File: src/rtl/gray_pkg.sv
// Shared Gray-code helpers and constants for the counter and encoder.
// Purely declarative: no latency, no flow control.
package gray_pkg;

  localparam int WIDTH_MAX = 16;

  localparam logic DIR_UP   = 1'b1;
  localparam logic DIR_DOWN = 1'b0;

  // Callers zero-extend their count to WIDTH_MAX and truncate the result back.
  function automatic logic [WIDTH_MAX-1:0] bin2gray(input logic [WIDTH_MAX-1:0] b);
    return b ^ (b >> 1);
  endfunction

endpackage

File: src/rtl/bin2gray_enc.sv
// Combinational WIDTH-bit binary-to-Gray encoder built on the package helper.
// Zero latency, no flow control; output follows input in the same cycle.
module bin2gray_enc
  import gray_pkg::*;
#(
  parameter int WIDTH = 4
) (
  input  logic [WIDTH-1:0] bin,
  output logic [WIDTH-1:0] gray
);

  assign gray = WIDTH'(bin2gray(WIDTH_MAX'(bin)));

endmodule

File: src/rtl/gray_code_counter.sv
// Binary counter with registered Gray output; bin/gray update one clock after en/load, no backpressure.
// GRAY_UPDOWN_EN adds the dir port and down counting; otherwise the counter only counts up.
module gray_code_counter
  import gray_pkg::*;
#(
  parameter int WIDTH = 4
) (
  input  logic             clk,
  input  logic             rst,
  input  logic             en,
  input  logic             load,
  input  logic [WIDTH-1:0] load_bin,
`ifdef GRAY_UPDOWN_EN
  input  logic             dir,
`endif
  output logic [WIDTH-1:0] gray,
  output logic [WIDTH-1:0] bin,
  output logic             tc
);

  localparam logic [WIDTH-1:0] ALL_ONES = '1;

  logic [WIDTH-1:0] cnt;
  logic [WIDTH-1:0] cnt_nxt;
  logic [WIDTH-1:0] gray_q;
  logic [WIDTH-1:0] gray_nxt;

  always_comb begin
    cnt_nxt = cnt;
    if (load) begin
      cnt_nxt = load_bin;
    end else if (en) begin
`ifdef GRAY_UPDOWN_EN
      cnt_nxt = (dir == DIR_UP) ? cnt + WIDTH'(1) : cnt - WIDTH'(1);
`else
      cnt_nxt = cnt + WIDTH'(1);
`endif
    end
  end

  // Encoding the next count keeps gray and bin aligned on the same edge.
  bin2gray_enc #(.WIDTH(WIDTH)) u_enc (
    .bin  (cnt_nxt),
    .gray (gray_nxt)
  );

  always_ff @(posedge clk) begin
    if (rst) begin
      cnt    <= '0;
      gray_q <= '0;
    end else begin
      cnt    <= cnt_nxt;
      gray_q <= gray_nxt;
    end
  end

  assign bin  = cnt;
  assign gray = gray_q;

`ifdef GRAY_UPDOWN_EN
  assign tc = (dir == DIR_UP) ? (cnt == ALL_ONES) : (cnt == '0);
`else
  assign tc = (cnt == ALL_ONES);
`endif

endmodule

File: config.mk
export PLATFORM = sky130hd
export DESIGN_NAME = gray_code_counter
export DESIGN_NICKNAME = d
export VERILOG_FILES = /design/src/rtl/gray_pkg.sv /design/src/rtl/bin2gray_enc.sv /design/src/rtl/gray_code_counter.sv
export SDC_FILE = /design/constraint.sdc
export NUM_CORES = 1
export LEC_CHECK = 0
export ABC_AREA = 1
export CORE_AREA = 3 3 40 42
export DETAILED_ROUTE_END_ITERATION = 12
export DIE_AREA = 0 0 43 45
export PLACE_DENSITY = 0.66
export SLEW_MARGIN = 20
export SYNTH_ARGS = -nofsm -noshare
export SYNTH_HDL_FRONTEND = slang
export SYNTH_SLANG_ARGS = --single-unit
File: constraint.sdc
create_clock -name clk -period 1.6 [get_ports clk]
set_input_delay 0.24 -clock clk [delete_from_list [all_inputs] [get_ports clk]]
set_output_delay 0.24 -clock clk [all_outputs]
set_load 0.05 [all_outputs]
==> results.txt, run 1 <==
The tree is rooted in a sky130_fd_sc_hd__clkbuf_4. STA puts the critical path data required time at 1.36 ns. The gate count of the mapped netlist is 57. The net count of the mapped netlist is 66. The synthesized area per cell is 6.65 µm². The post-CTS setup buffer count is 0. The dominant register cell in the synthesized netlist is sky130_fd_sc_hd__dfxtp_1. The power density normalized to cell area came out at ~920 nW/µm².

The die height is 45 µm. The number of max-slew violations in the final report came to 0. Of all nets on the critical path, the largest fanout is 4. The post-detailed-route DRC marker count came out at 0. The CTS clock-pin slew for the worst setup and hold paths came out at 0.05 ns. The die covers 1940 µm².

The number of buffers on the longest clock path came out at 2. The max capacitance violation total is 0. The relative slew slack is approximately 85%. Setup repair after global routing left no endpoint under its margin. The hold slack came out at 0.643 ns. The pin count of the biggest net entering global routing came out at 9. For this run, the number of Yosys warnings is 0. The cts-stage hold buffer count came out at 0.

STA classifies the critical path endpoint as a primary output. Summed over all layers, the global routing overflow is 0. The clock sink total came out at 7. TritonCTS built the clock tree.

For this run, the post-layout net count is 86. The path class of the tightest hold or removal check is register to register. The number of antenna violations at the first check in global routing is 0.

The final setup violation count came out at 0. After synthesis, the cell types taking the most area are sky130_fd_sc_hd__dfxtp_1, sky130_fd_sc_hd__nand2_1, sky130_fd_sc_hd__nand3_1. STA classifies the critical path startpoint as a register. In the synthesized netlist the async set-or-reset flop fraction comes to 0%.

The core area came out at 1280 µm². In the synthesized netlist, the cells that appear most often are sky130_fd_sc_hd__nand2_1, sky130_fd_sc_hd__dfxtp_1, sky130_fd_sc_hd__inv_1, sky130_fd_sc_hd__nor2_1, sky130_fd_sc_hd__nand3_1. Dividing the detail-routed wire length by the instance count gives 9.04 µm. The pin slew with the least headroom to its limit is 0.223 ns. The global placement routability congestion came out at roughly 0.70.

The global-route wire length before repair is 1340 µm. The synthesized cell area is 379 µm². Based on the critical path, the design can be clocked at up to approximately 0.7 GHz. The detailed-routing iteration count for the pre-antenna-repair pass is 4. The setup path with the least slack is of type register to primary output. The number of diodes added for antenna fixing came out at 0. The total wire length is between 800 and 900 µm.

The top cell type's share of synthesized area is 37.0%. The port buffer count is 16. The largest voltage drop on the vdd net came out at 428 µV. The count of boundary I/O pins came out at 17.

The vias after detailed routing came out at between 300 and 400. The global routing usage summed across all routing layers is 9.48%. The number of different library cells in the post-synthesis netlist is 16. sky130_fd_sc_hd__nand2_1 is the most common cell in the netlist. The summed negative setup slack over all endpoints came out at 0 ns. The flow ran to the end, and the final reports show no timing, DRC or antenna violations. The static power due to leakage came out at 0.270 nW. Of the synthesized area, sequential elements account for 37.0%. The final HPWL from detailed placement is 661 µm. Using the TritonRoute via totals, the vias-per-cell ratio works out to 4.38. The biggest area contributor in the post-synthesis netlist is sky130_fd_sc_hd__dfxtp_1. The data arrival time of the worst path came out at 1.19 ns. The worst-case clock skew came out at 0.000346 ns. In this run, synthesis inferred 0 flip-flops with an integrated enable. The worst-case register-to-register setup slack is 0.40 ns. Cells fill 44.7% of the core in the end.

Measured along the x axis, the die boundary spans 43 µm. The via count of the first global-routing pass came to 333. The maximum level of the CTS H-tree is 1. The final period demand of the worst path is 1.43 ns. The starting utilization of the core area is 29.5%. The relative area change from synthesis to final layout is 51.5%. The post-route clock period utilization came out at 89.4%. The detailed router finished its first iteration with 14 violations. The number of gates resized after cts is 0. The floorplan has 13 rows.

The later pin in the worst-skew pair is clocked with a latency of between 0.2 and 0.3 ns. The detail route stage leaves a number of antenna-violating nets equal to 0. The final count of hold timing violations came out at 0. In this run, synthesis produced a sequential element count of 7. TritonCTS created 3 clock buffers. The fraction of final layout cells sized beyond drive strength 1 is 26.3%.
[critical path, cell delays in order, from the launching register on]
cell and delay (ns):
sky130_fd_sc_hd__dfxtp_1 0.38, sky130_fd_sc_hd__ha_1 0.21, sky130_fd_sc_hd__nand2_1 0.10, sky130_fd_sc_hd__nor2_4 0.11, sky130_fd_sc_hd__buf_12 0.14
[routing by layer]
metal  GRT usage (%)  vias to the layer above  routed length [µm]
met4            7.23                        0                   0
met3            2.39                        0                  59
li1                -                      215                   -
met1            11.5                      171                 381
met2            14.4                       13                 382
met5               0                        -                   0
[power breakdown]
group	switching (mW)	internal [mW]
sequential	0.0108	0.190
clock	0.0662	0.0952
combinational	0.109	0.0574
[through the flow]
step / std cells / worst slack [ns] / power [mW] / instance area [µm²]
global route: 91 / 0.0893 / 0.559 / 574
global placement: 87 / 0.113 / 0.370 / 548
CTS: 91 / 0.163 / 0.535 / 574
finish: 91 / 0.170 / 0.529 / 574
floorplan: 57 / 0.0541 / 0.315 / 387
detailed placement: 87 / 0.0966 / 0.372 / 548
[worst paths after layout]
kind | from | cells after the start | to
setup / recovery | bin[0] | 4 | tc
hold / removal | bin[3] | 4 | bin[3]
hold reg to reg | bin[3] | 4 | bin[3]
setup reg to reg | bin[0] | 6 | gray[1]
[area by class of cell]
class                           count  area [µm²]
Tap cell                           15        18.8
Clock buffer                        4        26.3
Multi-Input combinational cell     42         213
Timing Repair Buffer               16         150
Inverter                            7        26.3
Sequential cell                     7         140
Fill cell                         129         711
[cell usage in the layout (no fill, tap or decap)]
master / n
sky130_fd_sc_hd__nand2_1: 17
sky130_fd_sc_hd__buf_4: 8
sky130_fd_sc_hd__dfxtp_1: 7
sky130_fd_sc_hd__clkdlybuf4s50_1: 7
sky130_fd_sc_hd__inv_1: 6
sky130_fd_sc_hd__nor2_1: 5
sky130_fd_sc_hd__nand3_1: 5
sky130_fd_sc_hd__o21ai_0: 3
sky130_fd_sc_hd__o21ai_1: 3
sky130_fd_sc_hd__clkbuf_4: 3
sky130_fd_sc_hd__nor2_2: 2
sky130_fd_sc_hd__nor2_4: 1
sky130_fd_sc_hd__nand2_2: 1
sky130_fd_sc_hd__inv_2: 1
sky130_fd_sc_hd__or2_1: 1
sky130_fd_sc_hd__nand2_4: 1
sky130_fd_sc_hd__or2_2: 1
sky130_fd_sc_hd__o21ai_2: 1
sky130_fd_sc_hd__ha_1: 1
sky130_fd_sc_hd__clkbuf_1: 1
sky130_fd_sc_hd__buf_12: 1
[state kept, by name (all words and copies together), names as in the netlist]
| signal | cells |
|---|---|
| gray | 3 |
| bin | 4 |
[cell families (layout without fill, tap and decap cells)]
kind of cell	count (synthesis)	count (layout)	synth area share, %
flip-flops	7	7	37.0
adder cells (fa/ha/maj)	1	1	3.30
AND/OR/NAND/NOR	34	34	40.6
buffers and inverters	8	27	8.91
AO/OA/AOI/OAI	7	7	10.2
Note: power is estimated with default switching activity, not from simulation.
==> inputs of run 2 (changes only) <==
CAP_MARGIN = 40   (was default)
==> results of run 2 <==
Same layout as run 1: the final DEF is identical, and so are final timing and power.
==> inputs of run 3 (changes only) <==
--- a/config.mk
+++ b/config.mk
@@ -12,3 +12,3 @@
 export DIE_AREA = 0 0 43 45
-export PLACE_DENSITY = 0.66
+export PLACE_DENSITY = 0.69
 export SLEW_MARGIN = 20
@@ -16,2 +16,3 @@
 export SYNTH_HDL_FRONTEND = slang
+export SYNTH_HIERARCHICAL = 1
 export SYNTH_SLANG_ARGS = --single-unit
==> constraint.sdc (replaced) <==
create_clock -name clk -period 1.6 [get_ports clk]
set_input_delay 0.16 -clock clk [delete_from_list [all_inputs] [get_ports clk]]
set_output_delay 0.16 -clock clk [all_outputs]
set_load 0.05 [all_outputs]
==> run 3 against run 2 <==
Effect of this change:
- sequential share of layout area rose by 1.9 points
- non-clock buffer count grew 1
- setup slack gained 0.095 ns
- clock-buffer cell count fell by 1
- cell area is 5.9% higher
- wire length fell by 4.4%
- critical path depth is the same
- clock skew rose by 0.0015 ns
- register-to-register slack lost 0.13 ns
- largest power group unchanged
- final cell count is 7.7% higher
==> results.txt, run 3 <==
The gate count of the mapped netlist came out at 65 (+14%). The sequential cell area fraction in the yosys report is 38.3% (+1.4 points). The worst setup margin was 0.265 ns (+0.0952 ns). The worst setup slack after placement came out at 0.0555 ns (-0.0411 ns). The count of standard-cell rows came to 13 (unchanged).

The port buffer count is 16 (unchanged). The global placement routability congestion is 0.777 (+12%). The final HPWL from detailed placement is 618 µm (-6.5%). Among all cell types in the netlist, the one instantiated most often is sky130_fd_sc_hd__nand2_1. The final period demand of the worst path is 1.34 ns (-0.0952 ns). The vias after detailed routing came out at 402 (+0.75%).

Grouping stages by cell kind, the critical path spends the most delay in flip-flops. The starting utilization of the core area is 32.5% (+3.0 points). The number of gates resized after cts is 0 (unchanged). The number of buffers on the longest clock path was 2 (unchanged).

The clock sink total came out at 8 (+1). The worst setup path is launched from a register. The core area was 1280 µm² (unchanged). The count of boundary I/O pins is 17 (unchanged). The number of diodes added for antenna fixing is 0 (unchanged). The launch point of the worst hold path is load_bin[0]. The maximum level of the CTS H-tree came to 1 (unchanged). The highest achievable clock rate came out at 0.749 GHz (+7.1%). Setup repair after global routing left no endpoint under its margin. The buffer and inverter count on the worst path is 1 (unchanged). The post-synthesis cell type with the largest combined area is sky130_fd_sc_hd__dfxtp_1. The required time of the critical path was 1.44 ns (+0.08 ns). The worst setup path is of the register to primary output kind. The routed wire length per instance came out at 8.03 µm (-11%).

The detailed-routing iteration count for the pre-antenna-repair pass is 4 (unchanged). The clock latency of the later-clocked register in the worst-skew pair is 0.25 ns (about the same). The number of flops mapped to enable cells by yosys is 0 (unchanged). After synthesis, the cell types taking the most area are sky130_fd_sc_hd__dfxtp_1, sky130_fd_sc_hd__nand2_1, sky130_fd_sc_hd__inv_1. The summed negative setup slack over all endpoints came to 0 ns (unchanged). The largest voltage drop on the vdd net is 456 µV (+6.5%). The CTS clock-pin slew for the worst setup and hold paths came to 0.05 ns (about the same). The die height came to 45 µm (unchanged).

The worst-case clock skew is 0.00181 ns (+0.00147 ns). The path class of the tightest hold or removal check is input pin to register. The critical path startpoint is bin[0].

The sequential cell area was 160 µm² (+14%). The number of antenna violations at the first check in global routing came out at 0 (unchanged). The number of different library cells in the post-synthesis netlist was 17 (+1). In the layout the commonest cells are sky130_fd_sc_hd__nand2_1, sky130_fd_sc_hd__inv_1, sky130_fd_sc_hd__buf_4, sky130_fd_sc_hd__dfxtp_1, sky130_fd_sc_hd__clkdlybuf4s50_1. The relative area change from synthesis to final layout is 45.5%. The library cell used most frequently in the layout, excluding fill and tap cells, is sky130_fd_sc_hd__nand2_1. The dominant register cell in the synthesized netlist is sky130_fd_sc_hd__dfxtp_1. The cts-stage hold buffer count came out at 0 (unchanged). The filler cell count in the final layout came out at 137 (+6.2%). The relative slew slack came out at 81.0% (-4.0 points). The fraction of final layout cells sized beyond drive strength 1 came out at 24.1% (-2.2 points). The initial DRC count was 4 (-10). The number of nets in the layout is 94 (+9.3%).

The number of vias per cell was 4.10 (-6.4%). The via count of the first global-routing pass was 319 (-4.2%). The global-route wire length before repair was 1290 µm (-3.6%).

The hold slack is 0.508 ns (-0.135 ns). The pin slew with the least headroom to its limit came out at 0.284 ns (+0.0605 ns). The run finished with clean final reports. The number of storage elements in the synthesis netlist is 8 (+1).

The synthesized cell area is 418 µm² (+10%). The overall die area came out at 1940 µm² (unchanged). STA classifies the critical path endpoint as a primary output. The max capacitance violation total is 0 (unchanged). The total wire length is 787 µm (-4.4%).

The global routing usage summed across all routing layers came out at 8.84% (-0.64 points). The number of synthesis warnings is 6 (+6). The critical-path maximum fanout is 4 (unchanged). The number of max-slew violations in the final report came to 0 (unchanged). TritonCTS built the clock tree. The worst register-to-register path begins at bin[0]. The post-CTS setup buffer count is 0 (unchanged). The total CTS buffers is 3 (unchanged).

The final count of hold timing violations came to 0 (unchanged). The final setup violation count came out at 0 (unchanged). The width of the die came out at 43 µm (unchanged). The synthesized area per cell came out at 6.43 µm² (-3.3%).

The footprint of the multi-input gates is 200 µm² (-5.9%). For this design, the slowest cell found on the critical path is sky130_fd_sc_hd__dfxtp_1. The share of flip-flops with an asynchronous set or reset is 0% (unchanged). The post-detailed-route DRC marker count was 0 (unchanged). The number of antenna-violating nets in the routed design came out at 0 (unchanged). The post-route clock period utilization came out at 83.4% (-6.0 points). The highest cell delay on the worst timing path came to 0.38 ns (about the same). In the synthesized netlist, the cells that appear most often are sky130_fd_sc_hd__nand2_1, sky130_fd_sc_hd__inv_1, sky130_fd_sc_hd__dfxtp_1.

The remaining global-route overflow came out at 0 (unchanged). The top cell type's share of synthesized area is 38.3% (+1.4 points). The power density normalized to cell area came out at 890 nW/µm² (-3.4%). Walking the worst path, the cells encountered are ha_1 -> nand2_1 -> nor2_2 -> buf_12. The data arrival time of the worst path was 1.18 ns (about the same). The pin count of the biggest net entering global routing came to 9 (unchanged). Clock tree synthesis selected as its root buffer the cell sky130_fd_sc_hd__clkbuf_4. The net count of the mapped netlist is 74 (+12%). The static power due to leakage was 0.321 nW (+19%).
-- run 3: through the flow --
step                power [mW]  instance area (µm²)  utilization, %  cells
floorplan                0.342                  420               -     65
global placement         0.393                  586            45.6     95
detailed placement       0.393                  586            45.6     95
CTS                      0.546                  608            47.3     98
global route             0.574                  608            47.3     98
finish                   0.541                  608            47.3     98
-- run 3: worst min-delay path, cell delays in order --
cell,delay (ns)
sky130_fd_sc_hd__clkdlybuf4s50_1,0.39
sky130_fd_sc_hd__nand2_1,0.09
sky130_fd_sc_hd__a21oi_1,0.06
-- run 3: metal layers --
layer	part of all wire [%]	GRT usage, %	up-vias
met2	41	10.8	18
met1	51	13.1	156
li1	-	-	228
met5	0	0	-
met3	8.4	2.79	0
met4	0	5.42	0
-- run 3: path summary, 6_finish.rpt --
kind / endpoint / slack, ns / depth (start not counted)
max: tc / 0.26 / 4
min: bin[0] / 0.51 / 3
max reg2reg: gray[1] / 0.27 / 10
min reg2reg: bin[3] / 0.62 / 4
-- run 3: power by group --
part | internal, mW | total, mW | leakage [nW] | switching [mW]
Combinational | 0.0595 | 0.165 | 0.240 | 0.106
Sequential | 0.215 | 0.225 | 0.0664 | 0.00932
Clock | 0.0856 | 0.151 | 0.0138 | 0.0655
Total | 0.360 | 0.541 | 0.321 | 0.181
-- run 3: layout make-up --
class	count	share of cell area [%]
clock buffer	3	3.70
timing repair buffer	17	25.9
inverter	13	8.02
tap	15	3.09
multi-input combinational	42	32.9
sequential	8	26.3
-- run 3: cell families after synthesis --
family                     share of synthesized area (%)
AOI/OAI and AO/OA                                   6.59
and+or+nand+nor                                     37.7
DFF                                                 38.3
adders and majority gates                           2.99
buffers and inverters                               14.4
